==> src/rtl/arbitro_memoria_datos.sv <==
// Round-robin arbiter between the CPU MEM stage (A) and the loader/debug port (B)
// in front of the word-indexed data memory: one strobe cycle per access, then an Ack/Err pulse.
module arbitro_memoria_datos #(
    parameter int DEPTH = 32,
    parameter int AW    = 5,
    parameter int CW    = 16
) (
    input  logic          Clk,
    input  logic          Rst_n,
    input  logic          Req_A,
    input  logic          We_A,
    input  logic [31:0]   Addr_A,
    input  logic [31:0]   WData_A,
    output logic          Ack_A,
    output logic [31:0]   RData_A,
    input  logic          Req_B,
    input  logic          We_B,
    input  logic [31:0]   Addr_B,
    input  logic [31:0]   WData_B,
    output logic          Ack_B,
    output logic [31:0]   RData_B,
    output logic          Err,
    output logic [AW-1:0] Mem_Adress,
    output logic [31:0]   Mem_Write_Data,
    output logic          Mem_Write,
    output logic          Mem_Read,
    input  logic [31:0]   Mem_Read_Data,
    output logic [CW-1:0] Num_Accesos
);

    typedef enum logic [1:0] {IDLE, ACCESS, RESP} state_t;

    state_t        state_q, state_d;
    logic          last_gnt_q, last_gnt_d;   // 0 = A, 1 = B
    logic          gnt_q, gnt_d;
    logic          lat_we_q, lat_we_d;
    logic          lat_bad_q, lat_bad_d;
    logic          ack_a_q, ack_a_d, ack_b_q, ack_b_d, err_q, err_d;
    logic [31:0]   rdata_a_q, rdata_a_d, rdata_b_q, rdata_b_d;
    logic [AW-1:0] mem_adress_q, mem_adress_d;
    logic [31:0]   mem_wdata_q, mem_wdata_d;
    logic          mem_write_q, mem_write_d, mem_read_q, mem_read_d;
    logic [CW-1:0] cnt_q, cnt_d;

    logic          req_a_eff, req_b_eff, win_b, sel_we, sel_bad;
    logic [31:0]   sel_addr, sel_wdata;

    always_comb begin
        // The port being acknowledged in RESP is dropping its request, so it cannot re-win.
        req_a_eff = Req_A && !(state_q == RESP && !gnt_q);
        req_b_eff = Req_B && !(state_q == RESP &&  gnt_q);
        win_b     = req_b_eff && (!req_a_eff || !last_gnt_q);
        sel_we    = win_b ? We_B    : We_A;
        sel_addr  = win_b ? Addr_B  : Addr_A;
        sel_wdata = win_b ? WData_B : WData_A;
        sel_bad   = (sel_addr[1:0] != 2'b00) || (sel_addr[31:2] >= 30'(DEPTH));

        state_d      = state_q;
        last_gnt_d   = last_gnt_q;
        gnt_d        = gnt_q;
        lat_we_d     = lat_we_q;
        lat_bad_d    = lat_bad_q;
        ack_a_d      = 1'b0;
        ack_b_d      = 1'b0;
        err_d        = 1'b0;
        rdata_a_d    = rdata_a_q;
        rdata_b_d    = rdata_b_q;
        mem_adress_d = mem_adress_q;
        mem_wdata_d  = mem_wdata_q;
        mem_write_d  = 1'b0;
        mem_read_d   = 1'b0;
        cnt_d        = cnt_q;

        case (state_q)
            ACCESS: begin
                state_d = RESP;
                ack_a_d = !gnt_q;
                ack_b_d = gnt_q;
                err_d   = lat_bad_q;
                if (lat_bad_q) begin
                    if (gnt_q) rdata_b_d = 32'd0;
                    else       rdata_a_d = 32'd0;
                end else begin
                    if (!lat_we_q) begin
                        if (gnt_q) rdata_b_d = Mem_Read_Data;
                        else       rdata_a_d = Mem_Read_Data;
                    end
                    if (cnt_q != {CW{1'b1}}) cnt_d = cnt_q + CW'(1);
                end
            end
            default: begin
                if (req_a_eff || req_b_eff) begin
                    state_d      = ACCESS;
                    gnt_d        = win_b;
                    last_gnt_d   = win_b;
                    lat_we_d     = sel_we;
                    lat_bad_d    = sel_bad;
                    mem_adress_d = sel_addr[AW+1:2];
                    if (!sel_bad && sel_we) mem_wdata_d = sel_wdata;
                    mem_write_d  = !sel_bad && sel_we;
                    mem_read_d   = !sel_bad && !sel_we;
                end else begin
                    state_d = IDLE;
                end
            end
        endcase
    end

    always_ff @(posedge Clk) begin
        if (!Rst_n) begin
            state_q      <= IDLE;
            last_gnt_q   <= 1'b1;
            gnt_q        <= 1'b0;
            lat_we_q     <= 1'b0;
            lat_bad_q    <= 1'b0;
            ack_a_q      <= 1'b0;
            ack_b_q      <= 1'b0;
            err_q        <= 1'b0;
            rdata_a_q    <= 32'd0;
            rdata_b_q    <= 32'd0;
            mem_adress_q <= '0;
            mem_wdata_q  <= 32'd0;
            mem_write_q  <= 1'b0;
            mem_read_q   <= 1'b0;
            cnt_q        <= '0;
        end else begin
            state_q      <= state_d;
            last_gnt_q   <= last_gnt_d;
            gnt_q        <= gnt_d;
            lat_we_q     <= lat_we_d;
            lat_bad_q    <= lat_bad_d;
            ack_a_q      <= ack_a_d;
            ack_b_q      <= ack_b_d;
            err_q        <= err_d;
            rdata_a_q    <= rdata_a_d;
            rdata_b_q    <= rdata_b_d;
            mem_adress_q <= mem_adress_d;
            mem_wdata_q  <= mem_wdata_d;
            mem_write_q  <= mem_write_d;
            mem_read_q   <= mem_read_d;
            cnt_q        <= cnt_d;
        end
    end

    assign Ack_A          = ack_a_q;
    assign Ack_B          = ack_b_q;
    assign Err            = err_q;
    assign RData_A        = rdata_a_q;
    assign RData_B        = rdata_b_q;
    assign Mem_Adress     = mem_adress_q;
    assign Mem_Write_Data = mem_wdata_q;
    assign Mem_Write      = mem_write_q;
    assign Mem_Read       = mem_read_q;
    assign Num_Accesos    = cnt_q;

endmodule

==> config.mk <==
export PLATFORM = sky130hd
export DESIGN_NAME = arbitro_memoria_datos
export DESIGN_NICKNAME = d
export VERILOG_FILES = /design/src/rtl/arbitro_memoria_datos.sv
export SDC_FILE = /design/constraint.sdc
export NUM_CORES = 1
export LEC_CHECK = 0
export ABC_AREA = 1
export CAP_MARGIN = 15
export CORE_UTILIZATION = 45
export DETAILED_ROUTE_END_ITERATION = 8
export HOLD_SLACK_MARGIN = 0.03
export PLACE_DENSITY = 0.85
export SYNTH_ARGS = -nofsm -noshare
export SYNTH_HDL_FRONTEND = slang
export SYNTH_SLANG_ARGS = --single-unit
==> constraint.sdc <==
create_clock -name Clk -period 3.4 [get_ports Clk]
set_clock_uncertainty 0.2 [all_clocks]
set_input_delay 0.51 -clock Clk [delete_from_list [all_inputs] [get_ports Clk]]
set_output_delay 0.51 -clock Clk [all_outputs]
set_load 0.005 [all_outputs]
# --- Word-level counts from Yosys, hierarchy flattened ---
# Cells that the tools add are included.
word_totals:
  word_cells: 69
  out_inout_bits: 122
  regBits: 128
op_classes:
  magnitude_cmp: 1
  n_mux: 13
  add_sub_neg: 1
  n_eq_ne: 7
  n_reduce_logical: 27
  bitwise: 4
ops:
  columns: ["cell", "count"]
  rows:
  - ["$mux W32", 10]
  - ["$ge A30 B6 Y1 const B", 1]
  - ["$add A16 B1 Y16 const B", 1]
  - ["$ne A16 B16 Y1 const B", 1]
  - ["$reduce_and A4 Y1", 2]
  - ["$logic_and A1 B1 Y1", 7]
  - ["$logic_not A1 Y1", 7]
  - ["$reduce_and A3 Y1", 2]
  - ["$ne A2 B1 Y1 const B", 2]
  - ["$ne A2 B2 Y1 const B", 2]
  - ["$not A1 Y1", 4]
  - ["$reduce_and A2 Y1", 2]
  - ["$reduce_bool A2 Y1", 2]
  - ["$logic_or A1 B1 Y1", 3]
  - ["$reduce_or A3 Y1", 1]
  - ["$eq A2 B1 Y1 const B", 1]
  - ["$eq A2 B2 Y1 const B", 1]
  - ["$mux W1", 2]
  - ["$mux W2", 1]
  - ["$reduce_or A2 Y1", 1]

# --- Depth between registers and ports, before layout ---
# Gate-level depths: netlist of the first run.
depth:
  depth_word: 13
  depth_mapped: 13

# --- Least setup slack after synthesis of the first run ---
# No wires, ideal clock.
synth_path:
  kind: "register to register"
  start: "register cnt_q[0] (netlist: Num_Accesos[0])"
  end: "register cnt_q[12] (netlist: Num_Accesos[12])"
  t_arrival_ns: 1.522
  setup_ns: 0.116
  path_buffers: 1
  stages_incl_launch_ff: 10
  setup_slack_ns: 1.563
  path_cell_list: "dfxtp_1 > ha_1 > nand3_1 > nor2_1 > nand3_1 > nand2_1 > inv_1 > buf_2 > a21oi_1 > nor2_1"
synth_via:
  elab_chain_len: 2
  word_cells_on_any_way: 3
synth_lines:
  columns: ["element", "line", "text"]
  rows:
  - ["start: declaration", "43", "logic [CW-1:0] cnt_q, cnt_d;"]
  - ["start signal: assignment", "141", "cnt_q <= cnt_d;"]
  - ["parallel branches: the longest is 2 deep, another holds $add A16 B1 Y16", null, null]
# Several ways; the timed one is not identified.
# A chain may end at the register's enable or synchronous reset.

# --- Worst setup path after layout of the first run ---
layout_path:
  start: "register gnt_q"
  end: "register mem_wdata_q[21] (netlist: Mem_Write_Data[21])"
layout_via:
  elab_chain_len: 13
  word_cells_on_any_way: 20
layout_lines:
  columns: ["element", "line", "text"]
  rows:
  - ["start: declaration", "35", "logic gnt_q, gnt_d;"]
  - ["start signal: assignment", "129", "gnt_q <= gnt_d;"]
  - ["$logic_not A1 Y1", "50", "req_a_eff = Req_A && !(state_q == RESP && !gnt_q);"]
  - ["$logic_and A1 B1 Y1", "50", null]
  - ["$logic_not A1 Y1", "50", null]
  - ["$logic_and A1 B1 Y1", "50", null]
  - ["$logic_not A1 Y1", "52", "win_b = req_b_eff && (!req_a_eff || !last_gnt_q);"]
  - ["$logic_or A1 B1 Y1", "52", null]
  - ["$logic_and A1 B1 Y1", "52", null]
  - ["$mux W32", "54", "sel_addr = win_b ? Addr_B : Addr_A;"]
  - ["$ge A30 B6 Y1 / $reduce_bool A2 Y1 (equally long branches)", "56", "sel_bad = (sel_addr[1:0] != 2'b00) || (sel_addr[31:2] >= 30'(DEPTH));"]
  - ["$logic_or A1 B1 Y1", "56", null]
  - ["$logic_not A1 Y1", "99", "if (!sel_bad && sel_we) mem_wdata_d = sel_wdata;"]
  - ["$logic_and A1 B1 Y1", "99", null]
  - ["$reduce_and A3 Y1 (no source line)", null, null]
  - ["end signal: assignment", "138", "mem_wdata_q <= mem_wdata_d;"]
  - ["end: declaration", "41", "logic [31:0] mem_wdata_q, mem_wdata_d;"]
# Parallel ways exist; a longest one is shown, timed or not.

==> out/qor.csv, run 1 <==
metric,value,unit
antenna_found_initial,2,
required,3.51,ns
final_cell_area,9710,um2
fillers,1052,
coreArea,13200,um2
max_freq,392,MHz
maxCapViolations,0,
cts_tree,done,
cts_sinks,128,
cts_root_buffer,clkbuf_16,
place_area,9050,um2
h-tree-depth,4,
hold_class,register to register,
status,"finished, final reports clean",
grt_start_max_net_pins,65,
power.density,448,nW/um2
drive_above_1_share,0.0501,
synth_ff_type,dfxtp_1,
yosysTopAreaCell,dfxtp_1,
synth.distinct_cells,34,
gr-total-overflow,0,
max-slew-margin-rel,0.481,
seq_area_frac_synth,0.419,
yosysTopAreaCellShare,0.419,
synth_edf_count,0,
finalSetupViolCount,0,
path_class,register to register,
area_growth,58.7,%
synth.net_count,1093,
dp_hpwl,14200,um
cts_buffers,17,
firstDrtPassIters,5,
dieArea,14100,um2
rows,42,
pin_count,288,
die_x,119,um
grt_pass1_vias,6888,
crit_path_start_kind,register,
grt_pass1_wl,33100,um
synth_area_per_cell,6.61,um2
placement.io_buffers,287,
tightest_slew,0.777,ns
worstPathArrival,2.66,ns
dr_total_vias,7214,
period_minus_slack,2.55,ns
syn_area,6120,um2
leakagePower,3.89,nW
die_h,119,um
cts_resized,0,
path_clk_slew,0.05,ns
place_congestion,0.877,
drt_iter0_drc,592,
slew_viol_final,0,
clk_path_buf_depth,2,
min_period_over_period,0.749,
tns,0,ns
drc,0,
gr-usage-all-layers,0.294,
final_antenna_net_count,0,
wl_per_cell,15.0,um
drt_wl_total,20600,um
viasPerCell,5.25,
async_flop_share,0,
synth_warnings,0,
post_cts_buffers,0,
ys_seq_elements,128,
synthTopCellsByArea,"dfxtp_1, nand2_1, nor2_1",
start_util,0.462,
rsz0062_at_grt,false,
worstPathMaxFanout,35,
clock_latency,0.41,ns
cts_hold_buf,0,
cp-end-kind,register,
vdd_drop_max,352,uV
hold_viol,0,
nets,1352,
syn_inst,926,
-- cell families after synthesis --
kind of cell	count (synthesis)	share of synthesized area
simple gates	537	0.378
buf+inv	151	0.103
flops	128	0.419
compound gates	103	0.0892
xor+xnor	6	0.00859
fa+ha+maj	1	0.00205
-- per-stage QoR --
step / hold slack, ns / utilization / instances / setup WS (ns) / power [W]
3_5_place_dp: 0.252 / 0.683 / 1341 / 0.584 / 0.00243
6_report: 0.259 / 0.733 / 1375 / 0.852 / 0.00435
5_1_grt: 0.268 / 0.733 / 1375 / 0.676 / 0.00452
3_3_place_gp: 0.248 / 0.683 / 1341 / 0.672 / 0.00242
4_1_cts: 0.260 / 0.731 / 1372 / 0.857 / 0.00436
2_1_floorplan: 0.245 / - / 926 / 1.56 / 0.00202
-- per-layer routing --
layer / track usage / wire, um
met5: 0 / 0
met4: 0.179 / 1000
met3: 0.0748 / 1520
met2: 0.507 / 10200
met1: 0.324 / 7870
-- final cells by class --
type | count | area (um2) | area share
Sequential cell | 128 | 2560 | 0.264
Clock inverter | 5 | 125 | 0.0129
Inverter | 89 | 337 | 0.0347
Timing Repair Buffer | 302 | 3030 | 0.312
Tap cell | 176 | 220 | 0.0227
Multi-Input combinational cell | 647 | 2930 | 0.302
Clock buffer | 26 | 499 | 0.0514
Antenna cell | 2 | 5.00 | 0.000516
-- cell usage after synthesis (2+ instances only) --
master    count
dfxtp_1     128
inv_1        83
buf_1         3
nor2_1      148
nand3_2       2
nor3b_1       3
buf_6         4
buf_2        14
a21oi_1      81
a31oi_1       5
xnor2_1       2
nand2_1     224
xor2_1        4
inv_2         5
buf_4         4
and3_1        2
nand3_1     110
o21ai_0      12
clkbuf_1     37
nand2_2       2
nor3_1        7
nand4_1      34
-- sequential cells by signal (all words and copies together) (netlist names), 2 cells and up --
name	count
RData_B	32
Mem_Write_Data	32
RData_A	32
state_q	2
Mem_Adress	5
Num_Accesos	16
-- final timing paths --
| path | from | end | slack [ns] | depth (start not counted) |
|---|---|---|---|---|
| setup / recovery | gnt_q$_SDFFE_PN0P_ | Mem_Write_Data[21]$_SDFFE_PN0P_ | 0.85 | 11 |
| hold / removal | RData_A[21]$_SDFFE_PN0P_ | RData_A[21]$_SDFFE_PN0P_ | 0.26 | 2 |
| setup reg to reg | gnt_q$_SDFFE_PN0P_ | Mem_Write_Data[21]$_SDFFE_PN0P_ | 0.85 | 11 |
| hold reg to reg | RData_A[21]$_SDFFE_PN0P_ | RData_A[21]$_SDFFE_PN0P_ | 0.26 | 2 |
-- cells in the final DEF, fill, tap and decap left out, drive strengths merged, types with 2 or more instances in the layout --
master         netlist  routed
a31oi                5       5
dfxtp              128     128
inv                 89      89
and3                 2       2
xnor2                2       2
buf                 25      16
bufinv               0       4
a21oi               82      82
nand3              112     112
nor3b                3       3
nor2               150     150
nand4               34      34
o21ai               14      14
xor2                 4       4
diode                0       2
nor3                 7       7
clkdlybuf4s50        0     286
nand2              227     227
clkbuf              37      26
-- worst max-delay path, cell delays in order, from the launching register on --
cell and delay [ns]:
dfxtp_1 0.35, inv_4 0.33, nand3_2 0.17, nand3_2 0.14, nand2_4 0.17, nand2_1 0.11, nand2_1 0.09, nor2_2 0.42
buf_12 0.23, nand4_1 0.10, nand2_1 0.10, nor2_1 0.04
-- power by group --
group          internal (W)  switching (W)  leakage, nW
logic              0.000399       0.000405         2.55
registers           0.00157      0.0000418         1.04
clock network       0.00130       0.000635        0.305
total               0.00327        0.00108         3.89
Note: power is estimated with default switching activity, not from simulation.
==> inputs of run 2 (changes only) <==
CORE_UTILIZATION = 38   (was 45)
PLACE_DENSITY = 0.76   (was 0.85)
clock period = 2.2 ns   (was 3.4 ns; I/O delays follow)
==> out/qor.csv, run 2 (same netlist as run 1, synthesis figures left out) <==
metric,value,unit,change
final_antenna_net_count,0,,unchanged
post_cts_buffers,0,,unchanged
dr_total_vias,6911,,-4.2%
wl_per_cell,13.9,um,-7.3%
max-slew-margin-rel,0.665,,+0.184
path_class,register to register,,
firstDrtPassIters,5,,unchanged
placement.io_buffers,287,,unchanged
final_cell_area,9980,um2,+2.8%
setup_ws,0.192,ns,-0.660 ns
leakagePower,3.99,nW,+2.4%
required,2.31,ns,-1.20 ns
min_period_over_period,0.913,,+0.163
layout.cells.non_filler,1429,,+3.9%
rsz0062_at_grt,false,,
max_freq,498,MHz,+27%
grt_start_max_net_pins,46,,-29%
pre_cts_ws,-0.0363,ns,-0.621 ns
viasPerCell,4.84,,-7.8%
grt_pass1_wl,31200,um,-5.6%
gr-usage-all-layers,0.241,,-0.0539
antenna_found_initial,0,,-2
worstPathArrival,2.11,ns,-0.55 ns
clock_latency,0.41,ns,about the same
die_x,129,um,+8.7%
grt_pass1_vias,6466,,-6.1%
cts_hold_buf,0,,unchanged
cts_sinks,128,,unchanged
dieArea,16600,um2,+18%
hold_class,primary input to register,,
worstPathMaxFanout,8,,-77%
cts_resized,0,,unchanged
mostFrequentLayoutCell,clkdlybuf4s50_1,,
h-tree-depth,4,,unchanged
cts_buffers,17,,unchanged
drt_wl_total,19900,um,-3.6%
gr-total-overflow,0,,unchanged
diodes,0,,-2
drt_iter0_drc,409,,-31%
clk_path_buf_depth,2,,unchanged
place_congestion,0.899,,+2.5%
status,"finished, final reports clean",,
path_clk_slew,0.06,ns,about the same
area_growth,63.1,%,
final_cell_mix,"clkdlybuf4s50_1, nand2_1, nor2_1",,
pin_count,288,,unchanged
cts_tree,done,,
crit_path_start_kind,register,,
die_h,129,um,+8.7%
maxCapViolations,0,,unchanged
power.density,700,nW/um2,+56%
start_util,0.388,,-0.0740
fin_util,0.633,,-0.100
rows,46,,+9.5%
cts_root_buffer,clkbuf_16,,
placed_cells,1396,,+4.1%
drive_above_1_share,0.0676,,+0.0175
hold_viol,0,,unchanged
finalSetupViolCount,0,,unchanged
place_area,9280,um2,+2.5%
vdd_drop_max,567,uV,+61%
drc,0,,unchanged
power,0.00699,W,+61%
nets,1367,,+1.1%
cp-end-kind,register,,
slew_viol_final,0,,unchanged
dp_hpwl,14700,um,+3.5%
coreArea,15800,um2,+19%
period_minus_slack,2.01,ns,-0.540 ns
tightest_slew,0.499,ns,-0.279 ns
## run 2: final cells by class
cell class,count,area (um2)
repair buffers,316,3170
well taps,216,270
repair inverters,1,7.51
fillers,1473,5790
multi-input cells,647,2940
clock inverters,10,205
flip-flops and latches,128,2560
clock buffers,22,474
inverters,89,340
## run 2: metal layers
metal,GRT usage,wire length (um),vias up
met4,0.131,836,0
met5,0,0,-
li1,-,-,3513
met2,0.418,9810,249
met1,0.265,7920,3099
met3,0.0678,1310,50
## run 2: power by group
group | internal [W] | switching [W] | leakage (nW)
logic | 0.000661 | 0.000628 | 2.62
registers | 0.00243 | 0.0000623 | 1.04
clock network | 0.00221 | 0.000999 | 0.326
total | 0.00530 | 0.00169 | 3.99
## run 2: through the flow
stage	setup TNS [ns]	hold slack [ns]
finish	0	0.185
global route	0	0.245
CTS	0	0.186
detailed placement	-0.299	0.251
global placement	-0.0190	0.248
floorplan	0	0.245
## run 2: final timing paths
kind                                     from                           end  slack (ns)  cells past startpoint
setup / recovery  Num_Accesos[1]$_SDFFE_PN0P_  Num_Accesos[12]$_SDFFE_PN0P_        0.19                      8
hold / removal                          Rst_n         state_q[0]$_SDFF_PP0_        0.18                      3
setup reg to reg  Num_Accesos[1]$_SDFFE_PN0P_  Num_Accesos[12]$_SDFFE_PN0P_        0.19                      8
hold reg to reg      RData_B[31]$_SDFFE_PN0P_      RData_B[31]$_SDFFE_PN0P_        0.26                      2
## run 2: worst max-delay path, cell delays in order, from the launching register on
cell	delay (ns)
dfxtp_1	0.40
ha_1	0.25
nand3_1	0.16
nor2_2	0.18
nand3_1	0.13
nand2_4	0.15
clkinvlp_4	0.18
a21oi_1	0.19
nor2_1	0.06
==> inputs of run 3 (changes only) <==
CTS_BUF_LIST = sky130_fd_sc_hd__clkbuf_4 sky130_fd_sc_hd__clkbuf_8   (was not set)
clock period = 1.6 ns   (was 2.2 ns; I/O delays follow)
==> out/qor.csv, run 3 (same netlist as run 1, synthesis figures left out) <==
metric,value,unit,change
coreArea,15800,um2,unchanged
grt_pass1_vias,7185,,+11%
placement.io_buffers,287,,unchanged
die_h,129,um,unchanged
worstPathMaxFanout,7,,-1
period_minus_slack,1.83,ns,-0.182 ns
start_util,0.388,,unchanged
drc,0,,unchanged
cp_common_cell,nand2_4,,
drive_above_1_share,0.222,,+0.154
place_congestion,0.901,,+0.23%
p_comb_frac,0.247,,+0.063
clk_path_buf_depth,2,,unchanged
vdd_drop_max,559,uV,-1.5%
mostFrequentLayoutCell,nand2_1,,
cp.buffers_inverters,4,,+3
gr-usage-all-layers,0.265,,+0.0246
seqPwrFrac,0.385,,+0.029
finalSetupViolCount,61,,+61
gr-total-overflow,0,,unchanged
cts_root_buffer,clkbuf_8,,
pin_count,288,,unchanged
wl_per_cell,16.0,um,+15%
antenna_found_initial,0,,unchanged
maxCapViolations,0,,unchanged
slew_viol_final,0,,unchanged
p_clk_frac,0.368,,-0.091
status,"complete, but fails checks",,
max-slew-margin-rel,0.704,,+0.0390
dr_total_vias,7718,,+12%
h-tree-depth,4,,unchanged
crit_path_start_kind,register,,
hold_viol,0,,unchanged
path_clk_slew,0.07,ns,about the same
whs,0.157,ns,-0.0280 ns
internal_power,0.00643,W,+21%
max_freq,548,MHz,+10%
firstDrtPassIters,5,,unchanged
fin_util,0.706,,+0.0730
hold_class,primary input to register,,
dp_hpwl,15100,um,+2.7%
viasPerCell,5.10,,+5.5%
grt_start_max_net_pins,38,,-17%
critPathMaxStageDelay,0.39,ns,about the same
diodes,0,,unchanged
path_class,register to register,,
cts_tree,done,,
setup_ws,-0.225,ns,-0.418 ns
switchingPower,0.00246,W,+46%
cts_buffers,17,,unchanged
dieArea,16600,um2,unchanged
clock_latency,0.44,ns,+0.03 ns
required,1.73,ns,-0.58 ns
final_antenna_net_count,0,,unchanged
violations,setup timing,,
worstPathArrival,1.96,ns,-0.15 ns
path_cells,nand3_2 > nand2_4 > inv_6 > nand2_8 > nand2_2 > nand2_4 > inv_2 > nand2_4 > nor2_8 > buf_6 > buf_12 > nor2_1 > nor2_1,,
rows,46,,unchanged
fillers,1245,,-15%
area_growth,81.9,%,
drt_iter0_drc,489,,+20%
final_cell_mix,"nand2_1, clkdlybuf4s50_1, nor2_1",,
leakagePower,5.14,nW,+29%
tightest_slew,0.444,ns,-0.0546 ns
nets,1451,,+6.1%
rsz0062_at_grt,true,,
grt_pass1_wl,34300,um,+9.9%
drt_wl_total,24200,um,+22%
crit_slowest_cell,dfxtp_2,,
min_period_over_period,1.14,,+0.228
swShare,0.277,,+0.0351
cts_sinks,128,,unchanged
power.density,799,nW/um2,+14%
die_x,129,um,unchanged
critPathTopFamily,simple AND/OR/NAND/NOR gates,,
cp-end-kind,register,,
[run 3: area by class of cell]
cell class	instances	area, um2	area share
Clock buffer	21	277	0.0248
Sequential cell	128	2620	0.236
Multi-Input combinational cell	647	3350	0.301
Inverter	89	352	0.0316
Timing Repair Buffer	401	4080	0.366
Tap cell	216	270	0.0243
Clock inverter	11	185	0.0166
[run 3: what timing repair did]
action                                  4_1_cts  5_1_grt
hold buffers                                  0        0
gates resized for setup                     224       96
buffers inserted                             18       12
pin swaps                                    23       37
gates cloned                                  7        8
endpoints found under the setup margin      221      123
[run 3: worst min-delay path, delay by kind of cell]
family / cells / cell delay, ns
AO/OA/AOI/OAI: 1 / 0.06
buffers and inverters: 1 / 0.40
AND/OR/NAND/NOR: 1 / 0.06
[run 3: metal layers]
metal | vias to the layer above | GRT usage | routed length, um
met5 | - | 0 | 0
met4 | 0 | 0.129 | 962
met3 | 74 | 0.0694 | 1970
met2 | 400 | 0.477 | 12300
met1 | 3552 | 0.288 | 8930
li1 | 3692 | - | -
[run 3: power groups by stage]
| stage | clock, W | sequential [W] | combinational (W) |
|---|---|---|---|
| floorplan | 0 | 0.00349 | 0.000846 |
| global placement | 0 | 0.00349 | 0.00186 |
| detailed placement | 0 | 0.00349 | 0.00187 |
| CTS | 0.00329 | 0.00342 | 0.00200 |
| global route | 0.00346 | 0.00344 | 0.00236 |
| finish | 0.00327 | 0.00343 | 0.00219 |
[run 3: path summary, 6_finish.rpt]
check / startpoint / to / slack [ns] / cells after the start
worst max-delay path: state_q[1]$_SDFF_PN0_ / Mem_Write_Data[8]$_SDFFE_PN0P_ / -0.23 / 13
worst min-delay path: Addr_A[5] / Mem_Adress[3]$_SDFFE_PN0P_ / 0.16 / 3
worst max register to register: state_q[1]$_SDFF_PN0_ / Mem_Write_Data[8]$_SDFFE_PN0P_ / -0.23 / 13
worst min register to register: RData_B[17]$_SDFFE_PN0P_ / RData_B[17]$_SDFFE_PN0P_ / 0.26 / 2
[run 3: stage by stage]
step / area [um2] / power, W / worst slack [ns] / instances / TNS, ns
floorplan: 6240 / 0.00434 / -0.0622 / 926 / -2.86
global placement: 9760 / 0.00535 / -0.513 / 1441 / -19.62
detailed placement: 9760 / 0.00537 / -0.538 / 1441 / -20.93
CTS: 10600 / 0.00871 / -0.219 / 1497 / -6.37
global route: 11100 / 0.00926 / -0.317 / 1513 / -16.54
finish: 11100 / 0.00889 / -0.225 / 1513 / -7.23
